**config.mk**
```make
export PLATFORM = sky130hd
export DESIGN_NAME = dmem_port_arbiter
export DESIGN_NICKNAME = d
export VERILOG_FILES = /design/src/rtl/dmem_port_arbiter.sv
export SDC_FILE = /design/constraint.sdc
export NUM_CORES = 1
export LEC_CHECK = 0
export CORE_AREA = 2 2 103 105
export DETAILED_ROUTE_END_ITERATION = 12
export DIE_AREA = 0 0 105 107
export GPL_TIMING_DRIVEN = 0
export PLACE_DENSITY = 0.77
export SETUP_SLACK_MARGIN = 0.05
export SYNTH_ARGS = -nofsm -noshare
export SYNTH_HDL_FRONTEND = slang
export SYNTH_SLANG_ARGS = --single-unit
```
**constraint.sdc**
```tcl
create_clock -name wb_clk_i -period 3.4 [get_ports wb_clk_i]
set_input_delay 0.68 -clock wb_clk_i [delete_from_list [all_inputs] [get_ports wb_clk_i]]
set_output_delay 0.68 -clock wb_clk_i [all_outputs]
set_load 0.02 [all_outputs]
```
**src/rtl/dmem_port_arbiter.sv**
```systemverilog
// Shares SRAM port 0 of the data memory between the core data port and the Wishbone slave.
// The core normally wins; Wishbone wins under processor_reset or after STARVE_MAX lost cycles.
module dmem_port_arbiter #(
    parameter int          ADDR_W     = 8,
    parameter logic [31:0] WB_BASE    = 32'h3000_1000,
    parameter int          STARVE_MAX = 4
) (
    input  logic              wb_clk_i,
    input  logic              wb_rst_i,
    input  logic              processor_reset,
    input  logic              wbs_stb_i,
    input  logic              wbs_cyc_i,
    input  logic              wbs_we_i,
    input  logic [3:0]        wbs_sel_i,
    input  logic [31:0]       wbs_adr_i,
    input  logic [31:0]       wbs_dat_i,
    output logic              wbs_ack_o,
    output logic [31:0]       wbs_dat_o,
    input  logic              core_req,
    input  logic              core_we,
    input  logic [3:0]        core_wmask,
    input  logic [ADDR_W-1:0] core_addr,
    input  logic [31:0]       core_wdata,
    output logic              core_gnt,
    output logic              core_rvalid,
    output logic [31:0]       core_rdata,
    output logic              sram_csb0,
    output logic              sram_web0,
    output logic [3:0]        sram_wmask0,
    output logic [ADDR_W-1:0] sram_addr0,
    output logic [31:0]       sram_din0,
    input  logic [31:0]       sram_dout0
);

    typedef enum logic [1:0] {
        WB_IDLE = 2'd0,
        WB_WAIT = 2'd1,
        WB_RESP = 2'd2
    } wb_state_t;

    localparam int              SW         = $clog2(STARVE_MAX + 1);
    localparam logic [SW-1:0]   STARVE_LIM = SW'(STARVE_MAX);

    wb_state_t          wb_state_r;
    logic [SW-1:0]      starve_cnt_r;
    logic               wb_ack_r;
    logic               core_rvalid_r;
    logic [ADDR_W-1:0]  addr_hold_r;
    logic [31:0]        din_hold_r;

    logic               wb_hit_s;
    logic               wb_pending_s;
    logic               wb_forced_s;
    logic               wb_gnt_s;
    logic               core_gnt_s;
    logic [ADDR_W-1:0]  wb_word_s;
    logic               unused_s;

    assign unused_s     = ^wbs_adr_i[1:0];
    assign wb_hit_s     = wbs_cyc_i & wbs_stb_i &
                          (wbs_adr_i[31:ADDR_W+2] == WB_BASE[31:ADDR_W+2]);
    assign wb_word_s    = wbs_adr_i[ADDR_W+1:2];
    // A request dropped by the master while waiting simply falls back to idle.
    assign wb_pending_s = ((wb_state_r == WB_IDLE) || (wb_state_r == WB_WAIT)) & wb_hit_s;
    assign wb_forced_s  = processor_reset | (starve_cnt_r == STARVE_LIM);
    assign wb_gnt_s     = ~wb_rst_i & wb_pending_s & (wb_forced_s | ~core_req);
    assign core_gnt_s   = ~wb_rst_i & core_req & ~wb_gnt_s;

    assign core_gnt     = core_gnt_s;
    assign core_rvalid  = core_rvalid_r;
    assign core_rdata   = core_rvalid_r ? sram_dout0 : 32'h0000_0000;
    assign wbs_ack_o    = wb_ack_r;
    assign wbs_dat_o    = wb_ack_r ? sram_dout0 : 32'h0000_0000;

    // SRAM port drive for the winner of this cycle; addr/din park on the last access.
    always_comb begin
        sram_csb0   = 1'b1;
        sram_web0   = 1'b1;
        sram_wmask0 = 4'h0;
        sram_addr0  = addr_hold_r;
        sram_din0   = din_hold_r;
        if (core_gnt_s) begin
            sram_csb0   = 1'b0;
            sram_web0   = ~core_we;
            sram_wmask0 = core_wmask;
            sram_addr0  = core_addr;
            sram_din0   = core_wdata;
        end else if (wb_gnt_s) begin
            sram_csb0   = 1'b0;
            sram_web0   = ~wbs_we_i;
            sram_wmask0 = wbs_sel_i;
            sram_addr0  = wb_word_s;
            sram_din0   = wbs_dat_i;
        end else begin
            sram_csb0   = 1'b1;
        end
    end

    // Wishbone FSM, starvation counter, response flags and parked SRAM fields.
    always_ff @(posedge wb_clk_i) begin
        if (wb_rst_i) begin
            wb_state_r    <= WB_IDLE;
            starve_cnt_r  <= '0;
            wb_ack_r      <= 1'b0;
            core_rvalid_r <= 1'b0;
            addr_hold_r   <= '0;
            din_hold_r    <= 32'h0000_0000;
        end else begin
            wb_ack_r      <= wb_gnt_s;
            core_rvalid_r <= core_gnt_s & ~core_we;
            if (core_gnt_s || wb_gnt_s) begin
                addr_hold_r <= sram_addr0;
                din_hold_r  <= sram_din0;
            end
            // The losing cycle in IDLE counts too, so a WB hit waits at most STARVE_MAX cycles.
            if (wb_gnt_s || !wb_pending_s) begin
                starve_cnt_r <= '0;
            end else if (starve_cnt_r != STARVE_LIM) begin
                starve_cnt_r <= starve_cnt_r + SW'(1);
            end
            case (wb_state_r)
                WB_IDLE, WB_WAIT: begin
                    if (wb_gnt_s) begin
                        wb_state_r <= WB_RESP;
                    end else if (wb_pending_s) begin
                        wb_state_r <= WB_WAIT;
                    end else begin
                        wb_state_r <= WB_IDLE;
                    end
                end
                WB_RESP: wb_state_r <= WB_IDLE;
                default: wb_state_r <= WB_IDLE;
            endcase
        end
    end

endmodule

```
## Yosys cells after proc, flatten, opt, wreduce, memory -nomap -nowiden

Cells that the tools add are included.

- Bits in registers: 47
- Output and inout bits: 113
- Logic and storage cells: 51

- $add $sub $neg: 1
- Equality and inequality tests: 4
- Multiplexer cells: 14
- Bitwise operators: 16
- Reductions and logical operators: 9

Operator list:

| cell | number |
|---|---|
| $mux 32 | 4 |
| $eq 22x20->1 const B | 1 |
| $mux 8 | 2 |
| $and 1x1->1 | 8 |
| $mux 4 | 2 |
| $not 1->1 | 6 |
| $reduce_or 2->1 | 3 |
| $mux 1 | 5 |
| $add 3x1->3 const B | 1 |
| $eq 3x3->1 const B | 1 |
| $logic_or 1x1->1 | 3 |
| $ne 3x3->1 const B | 1 |
| $reduce_or 3->1 | 1 |
| $eq 2x1->1 const B | 1 |
| $logic_not 2->1 | 1 |
| $mux 2 | 1 |
| $or 1x1->1 | 2 |
| $logic_not 1->1 | 1 |

## Longest topological paths before layout

Gate-level depths: netlist of run 1.

- Word-level depth: 8
- Mapped depth: 7
- Gate-level depth less buffers: 6

## Worst setup path after synthesis of run 1

Ideal clock, no wire load.

- Path kind: in2out
- Start point: input wb_rst_i
- End point: output sram_web0
- Arrival: 2.302 ns
- Data required time: 2.720 ns
- Slack: 0.418 ns
- Stages: 5
- Path buffers: 1
- Cells stage by stage: clkbuf_1 and4bb_2 nand4_4 or4b_4 a32oi_1

- Cells in the longest elaborated chain, start to end: 6

Ends and longest elaborated chain:

| what | RTL line | source |
|---|---|---|
| from (decl) | 9 | `input logic wb_rst_i,` |
| $not 1->1 (*) | 66, 67 |  |
| $and 1x1->1 (2 in series) | 66 | `assign wb_gnt_s = ~wb_rst_i & wb_pending_s & (wb_forced_s \| ~core_req);` |
| $not 1->1 | 67 | `assign core_gnt_s = ~wb_rst_i & core_req & ~wb_gnt_s;` |
| $and 1x1->1 | 67 |  |
| $mux 1 (*) | 82 | `if (core_gnt_s) begin` |
| to (decl) | 28 | `output logic sram_web0,` |

Mark *: on every way between the ends. The rest lies on a longest branch, timed or not.

## Worst setup path in the final report of run 1

- Start point: input wbs_adr_i[21]
- End point: output sram_din0[28]

- Cells in the longest elaborated chain, start to end: 8

Ends and longest elaborated chain:

| what | RTL line | source |
|---|---|---|
| from (decl) | 15 | `input logic [31:0] wbs_adr_i,` |
| $eq 22x20->1 (*) | 61 | `(wbs_adr_i[31:ADDR_W+2] == WB_BASE[31:ADDR_W+2]);` |
| $and 1x1->1 (*) | 60 | `assign wb_hit_s = wbs_cyc_i & wbs_stb_i &` |
| $and 1x1->1 (*) | 64 | `assign wb_pending_s = ((wb_state_r == WB_IDLE) \|\| (wb_state_r == WB_WAIT)) & wb_hit_s;` |
| $and 1x1->1 (*) (2 in series) | 66 |  |
| $not 1->1 | 67 |  |
| $and 1x1->1 | 67 |  |
| $mux 32 (*) | 82 |  |
| to (decl) | 31 | `output logic [31:0] sram_din0,` |

Marks and branches as above.

==> results of run 1 <==
==> synthesized netlist by cell type, types with 2 or more instances <==
library cell and count:
nor3_1 82, and2_1 65, nor2_1 47, dfxtp_1 46, a21oi_1 41, mux2_2 40
clkbuf_1 27, nand2_1 5, a32o_1 4, buf_1 4, nand2b_1 3, buf_2 2
ha_1 2, inv_1 2, nor2b_1 2, nor4_2 2, nor4b_1 2, or4_1 2
==> power breakdown <==
part	internal, W	switching [W]	leakage, nW	total, W
Clock	0.000220	0.000193	0.0525	0.000413
Sequential	0.000562	0.00000600	0.376	0.000568
Combinational	0.000269	0.000204	1.94	0.000473
Total	0.00105	0.000402	2.37	0.00145
==> final cells by class <==
cell class | instances | area share (%)
timing repair buffer | 269 | 40.8
multi-input combinational | 305 | 36.1
sequential | 46 | 15.0
buffer | 31 | 3.33
tap | 136 | 2.78
clock buffer | 7 | 1.25
clock inverter | 1 | 0.490
inverter | 2 | 0.123
antenna | 1 | 0.0408
==> cells in the final DEF (no fill, tap or decap), drive strengths merged, types with 2 or more instances in the layout <==
cell type      instances
inv                    2
nor3                  82
clkbuf                52
nor4b                  2
a32o                   4
ha                     2
and2                  65
dfxtp                 46
buf                   32
dlygate4sd2           15
nor2                  47
nand2b                 3
nor2b                  2
clkdlybuf4s15          4
a21oi                 41
or4                    2
dlymetal6s2s           8
nor4                   3
nand2                  5
clkdlybuf4s50        196
mux2                  40
==> routing by layer <==
| metal | up-vias | track usage [%] | routed length (um) |
|---|---|---|---|
| met2 | 194 | 45.8 | 7170 |
| met4 | 0 | 6.67 | 316 |
| met1 | 1832 | 24.9 | 5140 |
| li1 | 1898 | - | - |
| met3 | 21 | 8.63 | 1390 |
| met5 | - | 0 | 0 |
==> path summary, 6_finish.rpt <==
check | from | end | depth (start not counted)
max | wbs_adr_i[21] | sram_din0[28] | 7
min | starve_cnt_r[0] | starve_cnt_r[0] | 1
max reg2reg | wb_state_r[1] | starve_cnt_r[2] | 5
min reg2reg | starve_cnt_r[0] | starve_cnt_r[0] | 1
==> kinds of logic (layout without fill, tap and decap cells) <==
kind of cell / count (synthesis) / in the layout / synth area share, %
AO/OA/AOI/OAI: 48 / 48 / 9.23
adder cells (fa/ha/maj): 2 / 2 / 0.843
buffers and inverters: 35 / 310 / 4.51
flip-flops: 46 / 46 / 31.0
multiplexers: 40 / 40 / 15.2
other: 0 / 1 / 0
AND/OR/NAND/NOR: 215 / 215 / 39.2
==> state kept, by name (all words and copies together) (netlist names) <==
name and flops:
wbs_ack_o 1, starve_cnt_r 3, din_hold_r 32, core_rvalid 1, addr_hold_r 8, wb_state_r 1
==> metrics by stage <==
step / utilization [%] / TNS, ns / power, W / instance area [um2] / worst slack (ns)
final: 60.7 / 0 / 0.00145 / 6130 / 0.106
after global routing: 60.7 / 0 / 0.00151 / 6120 / 0.0483
after CTS: 61.4 / 0 / 0.00147 / 6200 / 0.0288
after detailed placement: 57.0 / -34.60 / 0.00107 / 5750 / -1.06
after global placement: 57.0 / -32.51 / 0.00106 / 5750 / -0.981
after floorplan: - / 0 / 0.000766 / 2970 / 0.418
==> worst max-delay path: cells and delay by family <==
| kind | cells | cell delay (ns) |
|---|---|---|
| AND/OR/NAND/NOR | 2 | 0.49 |
| buffers and inverters | 3 | 1.01 |
| AO/OA/AOI/OAI | 2 | 0.44 |
==> repair_timing <==
action / 4_1_cts / 5_1_grt
resized for setup: 192 / 84
setup endpoints to repair: 47 / 47
pin swaps: 10 / 10
buffers inserted: 8 / 0
==> impl_metrics.toml, run 1 <==
[outcome]
outcome = "completed"

[drt]
drc = 0
drtAntennaViolNets = 0
route.vias.total = 3945
drt-wirelength-per-cell_um = 17.6
dr.pass1.iters = 4
viasPerCell = 4.94
drt-total-wl_um = 14000
drtIter0Drc = 159

[timing]
slew_viol_final = 0
finalClockSkew_ns = 0.00721
finalCriticalPeriod_ns = 3.29
relSlewSlack_pct = 68.7
max_freq_ghz = 0.304
finalHoldViolCount = 0
rsz0062_at_grt = "yes"
tightest_slew_ns = 0.469
fin_crit_sh_pct = 96.9
hold_ws_ns = 0.460
setup_viol = 0

[floorplan]
die_w_um = 105
pin_count = 265
core_area_um2 = 10100
start_util_pct = 29.4
die_y_um = 107
die_area_um2 = 11200
rows = 37

[pwr]
p_leak_nw = 2.37
power_density_nw_per_um2 = 237
peakVddDrop_v = 0.000185

[logic_synthesis]
avgSynthCellArea_um2 = 7.69
syn_area_um2 = 2970
netlist_instances = 386
postSynth.asyncResetShare_pct = 0
synth-seq-area-share_pct = 31.0
ys_types = 26
syn-num-nets = 540
synthTopCellsByArea = "dfxtp_1 (31%), mux2_2 (15%), nor3_1 (14%)"
synth_top_area_share_pct = 31.0
synth_top_area_cell = "dfxtp_1"
synth_flop_cell = "dfxtp_1"
synth_edf_count = 0
ys_seq_elements = 46
yosysWarnings = 0

[global_route]
grt_usage_pct = 24.1
grt_pass1_vias = 3974
antenna_found_initial = 0
grt_max_degree = 14
grt_pass1_wl_um = 21100
overflow = 0

[final_layout]
nNetsFinal = 814
synthToLayoutAreaGrowth_pct = 106
layout.cells.non_filler = 798
drive_gt1_share_pct = 25.9
multiInputGateArea_um2 = 2210
fillerInstances = 890
seqCellArea_um2 = 921

[clock_tree]
cts_tree = "built"
hold_buffers = 0
cts_made_buffers = 5
clock_sinks = 46
path_clk_slew_ns = 0.09
cts_max_path_buffers = 2
clockRootBuffer = "clkbuf_8"
cts_max_level = 2
clock_latency_ns = 0.30

[worst_setup_path]
cp.required_ns = 2.72
slowest_delay_ns = 0.44
end_kind = "output pin"
crit_slowest_cell = "clkdlybuf4s50_1"
worstPathArrival_ns = 2.61
r2r_slack_ns = 1.45
start_kind = "primary input"
path_cells = "clkdlybuf4s50_1 > nor4b_4 > o2111a_2 > clkbuf_4 > a21oi_1 > nor2_1 > clkdlybuf4s15_1"
worstSetupPathType = "primary input to output pin"
worst-path-max-fanout = 10

[place]
port_buffers = 261
routabilityCongestion = 0.856
dp.cells = 783
dp_hpwl_um = 11200

[hold_path]
hp-class = "register to register"

[job]
max_cap_viol_count = 0
(Power assumes the default switching activity.)
==> run 2, diff against run 1 <==
--- a/config.mk
+++ b/config.mk
@@ -9,6 +9,7 @@
 export DETAILED_ROUTE_END_ITERATION = 12
 export DIE_AREA = 0 0 105 107
 export GPL_TIMING_DRIVEN = 0
+export HOLD_SLACK_MARGIN = 0.02
 export PLACE_DENSITY = 0.77
 export SETUP_SLACK_MARGIN = 0.05
 export SYNTH_ARGS = -nofsm -noshare
==> results of run 2 <==
No change in the layout: final DEF, timing and power equal those of run 1.
==> run 3, diff against run 2 <==
--- a/config.mk
+++ b/config.mk
@@ -5,7 +5,9 @@
 export SDC_FILE = /design/constraint.sdc
 export NUM_CORES = 1
 export LEC_CHECK = 0
+export CAP_MARGIN = 20
 export CORE_AREA = 2 2 103 105
+export CTS_CLUSTER_DIAMETER = 200
 export DETAILED_ROUTE_END_ITERATION = 12
 export DIE_AREA = 0 0 105 107
 export GPL_TIMING_DRIVEN = 0
==> results of run 3 <==
No change in the layout: final DEF, timing and power equal those of run 1.
==> patch: new RTL, config.mk and constraints of run 2 <==
Re-encode `wb_state_t` (3 states) as one-hot, 3 bits wide.
--- a/src/rtl/dmem_port_arbiter.sv
+++ b/src/rtl/dmem_port_arbiter.sv
@@ -33,8 +33,8 @@
 );
 
-    typedef enum logic [1:0] {
-        WB_IDLE = 2'd0,
-        WB_WAIT = 2'd1,
-        WB_RESP = 2'd2
+    typedef enum logic [2:0] {
+        WB_IDLE = 3'b001,
+        WB_WAIT = 3'b010,
+        WB_RESP = 3'b100
     } wb_state_t;
 
Check against the original RTL: same outputs for any inputs over 10 cycles, from zero or initial values and one cycle with wb_rst_i high; not proved beyond that.
==> patch against run 2 <==
Maximum frequency fell by 1.0%; setup slack worse by 0.034 ns; area after synthesis rose by 20%; count of clock-buffer cells in the layout down 2; synthesized cell count up 11%; sequential cell count grew 2; final area rose by 8.4%; sequential power is 4.2% higher; clock skew increased by 0.0093 ns; final cell count increased by 6.8%; total power down 1.4%; critical path depth grew 1; clock power shrank 17%; wire length is 3.1% lower; largest cell class unchanged.
==> patch: results (changes against run 2) <==
| Metric | Value |
|---|---|
| P_leak | 0.00294 uW (+24%) |
| M1 GR Usage | 23.8% (-1.1 points) |
| Row cnt | 37 (unchanged) |
| DR pass1 iterations | 4 (unchanged) |
| Worst endpoint data arrival time | 2.65 ns (+0.04 ns) |
| Largest net degree at the start of global routing | 15 (+1) |
| Top post-synthesis cells by area | dfxtp_1 27%, mux2i_1 24%, mux2_2 12% |
| Initial antenna violation count | 0 (unchanged) |
| Placer Congestion | 0.913 (+6.6%) |
| Synth Net Count | 582 (+7.8%) |
| Synth async-reset ratio | 0% (unchanged) |
| Final wirelength | 13,600 microns (-3.1%) |
| Yosys warning count | 0 (unchanged) |
| Netlist cell types | 27 (+3.8%) |
| Share of layout cells above drive strength 1 | 20.9% (-4.9 points) |
| Vias in the first global route | 4,118 (+3.6%) |
| Switch Pwr | 427 uW (+6.3%) |
| Layout Skew | 0.0165 ns (+0.00928 ns) |
| CTS Buffer Depth | 2 (unchanged) |
| Global-route wire length before repair | 20,500 microns (-3.1%) |
| Register area share after synthesis | 27.1% (-3.9 points) |
| IO Port Bufs | 262 (+0.38%) |
| Min-Delay Path Class | reg -> reg |
| Num CTS Buffers | 5 (unchanged) |
| Top cells by instance count after synthesis | 85 x mux2i_1, 85 x nor2_1, 65 x and2_1 |
| Clk_lat worst skew | 0.31 ns |
| Power Dens Cells | 216 nW/um^2 (-9.1%) |
| Overall routing resource usage | 22.6% (-1.6 points) |
| Worst Path Max Fanout | 12 (+2) |
| Maximum VDD drop | 0.000159 V (-14%) |
| DP HPWL | 10,700 microns (-4.1%) |
| Antenna Diode Count | 0 (-1) |
| Met3 Use GR | 6.38% (-2.2 points) |
| Status | finished clean |
| Final #Nets | 870 (+6.9%) |
| Least-Margin Pin Slew | 0.490 ns (+0.0211 ns) |
| Clock root cell | clkbuf_8 |
| Initial DRC Count | 85 (-47%) |
| # H-tree levels | 2 (unchanged) |
| Pre-CTS setup slack | -0.553 ns (+0.503 ns) |
| Clock Pin Slew Worst Setup and Hold Paths | 0.08 ns |
| Dominant synthesized flop cell | dfxtp_1 |
| Largest registers | din_hold_r (32), addr_hold_r (8) |
| Vias per cell | 4.61 (-6.8%) |
| Met2 usage | 43.5% (-2.3 points) |
-- patch: changes by cell type after synthesis, sizes merged, moves of 2 or more --
cell | run 2 | this run
nor4bb | 0 | 2
clkbuf | 27 | 14
or4 | 2 | 0
a21oi | 41 | 0
mux2i | 0 | 85
nor3b | 0 | 2
a32o | 4 | 0
inv | 2 | 47
buf | 6 | 16
nand2b | 3 | 1
nor2 | 47 | 85
dfxtp | 46 | 48
nor3 | 82 | 3
-- patch: worst paths after layout --
| path | startpoint | to | slack (ns) | cells after the start |
|---|---|---|---|---|
| setup / recovery | wbs_adr_i[23] | sram_addr0[2] | 0.07 | 8 |
| hold / removal | starve_cnt_r[0] | starve_cnt_r[0] | 0.49 | 1 |
| setup reg to reg | wb_state_r[0] | starve_cnt_r[0] | 0.47 | 18 |
| hold reg to reg | starve_cnt_r[0] | starve_cnt_r[0] | 0.49 | 1 |
-- patch: critical path: stages --
cell and delay (ns):
clkdlybuf4s50_1 0.42, nor4_2 0.18, nand4_1 0.24, nor3b_4 0.32, buf_6 0.21, buf_8 0.17, mux2i_2 0.25, buf_4 0.18
-- patch: power by group through the flow --
stage,Clock [uW],Sequential [uW],Combinational [uW]
global placement,0,604,510
finish,343,592,498
detailed placement,0,605,517
global route,374,594,537
floorplan,0,603,211
CTS,351,592,495
-- patch: timing repair --
action                     4_1_cts  5_1_grt
setup endpoints to repair       47       53
gates resized for setup        198       71
hold buffers                     0        0
cloned                           0        3
pin swaps                        7       10
buffers inserted                16        2
-- patch: layer usage --
metal  vias up  part of all wire, %
met2       162                   53
met4         0                  2.3
met5         -                    0
li1       1948                    -
met3        18                  7.2
met1      1796                   38
-- patch: per-stage QoR --
step	utilization [%]	cell area, sq um	total power [uW]	instances	setup TNS [ns]
2_1_floorplan	-	3550	814	428	0
3_3_place_gp	62.8	6340	1110	826	-20.04
3_5_place_dp	62.8	6340	1120	826	-20.92
4_1_cts	64.1	6470	1440	849	0
5_1_grt	65.8	6640	1510	852	-0.633
6_report	65.8	6640	1430	852	0
-- patch: cells by family (layout without fill, tap and decap cells) --
kind of cell               count (synthesis)  count (layout)  share of synthesized area, %
AOI/OAI and AO/OA                          1               1                         0.141
xor gates and xnor gates                   1               1                         0.247
and+or+nand+nor                          174             174                          24.8
adders and majority gates                  2               2                         0.705
muxes                                    125             125                          36.7
DFF                                       48              48                          27.1
buffers and inverters                     77             365                          10.4
-- patch: cell type report --
class,instances,area (sq um)
Buffer,29,235
Clock buffer,5,68.8
Clock inverter,2,12.5
Fill cell,890,3450
Inverter,47,176
Multi-Input combinational cell,303,2360
Sequential cell,48,961
Tap cell,136,170
Timing Repair Buffer,282,2650
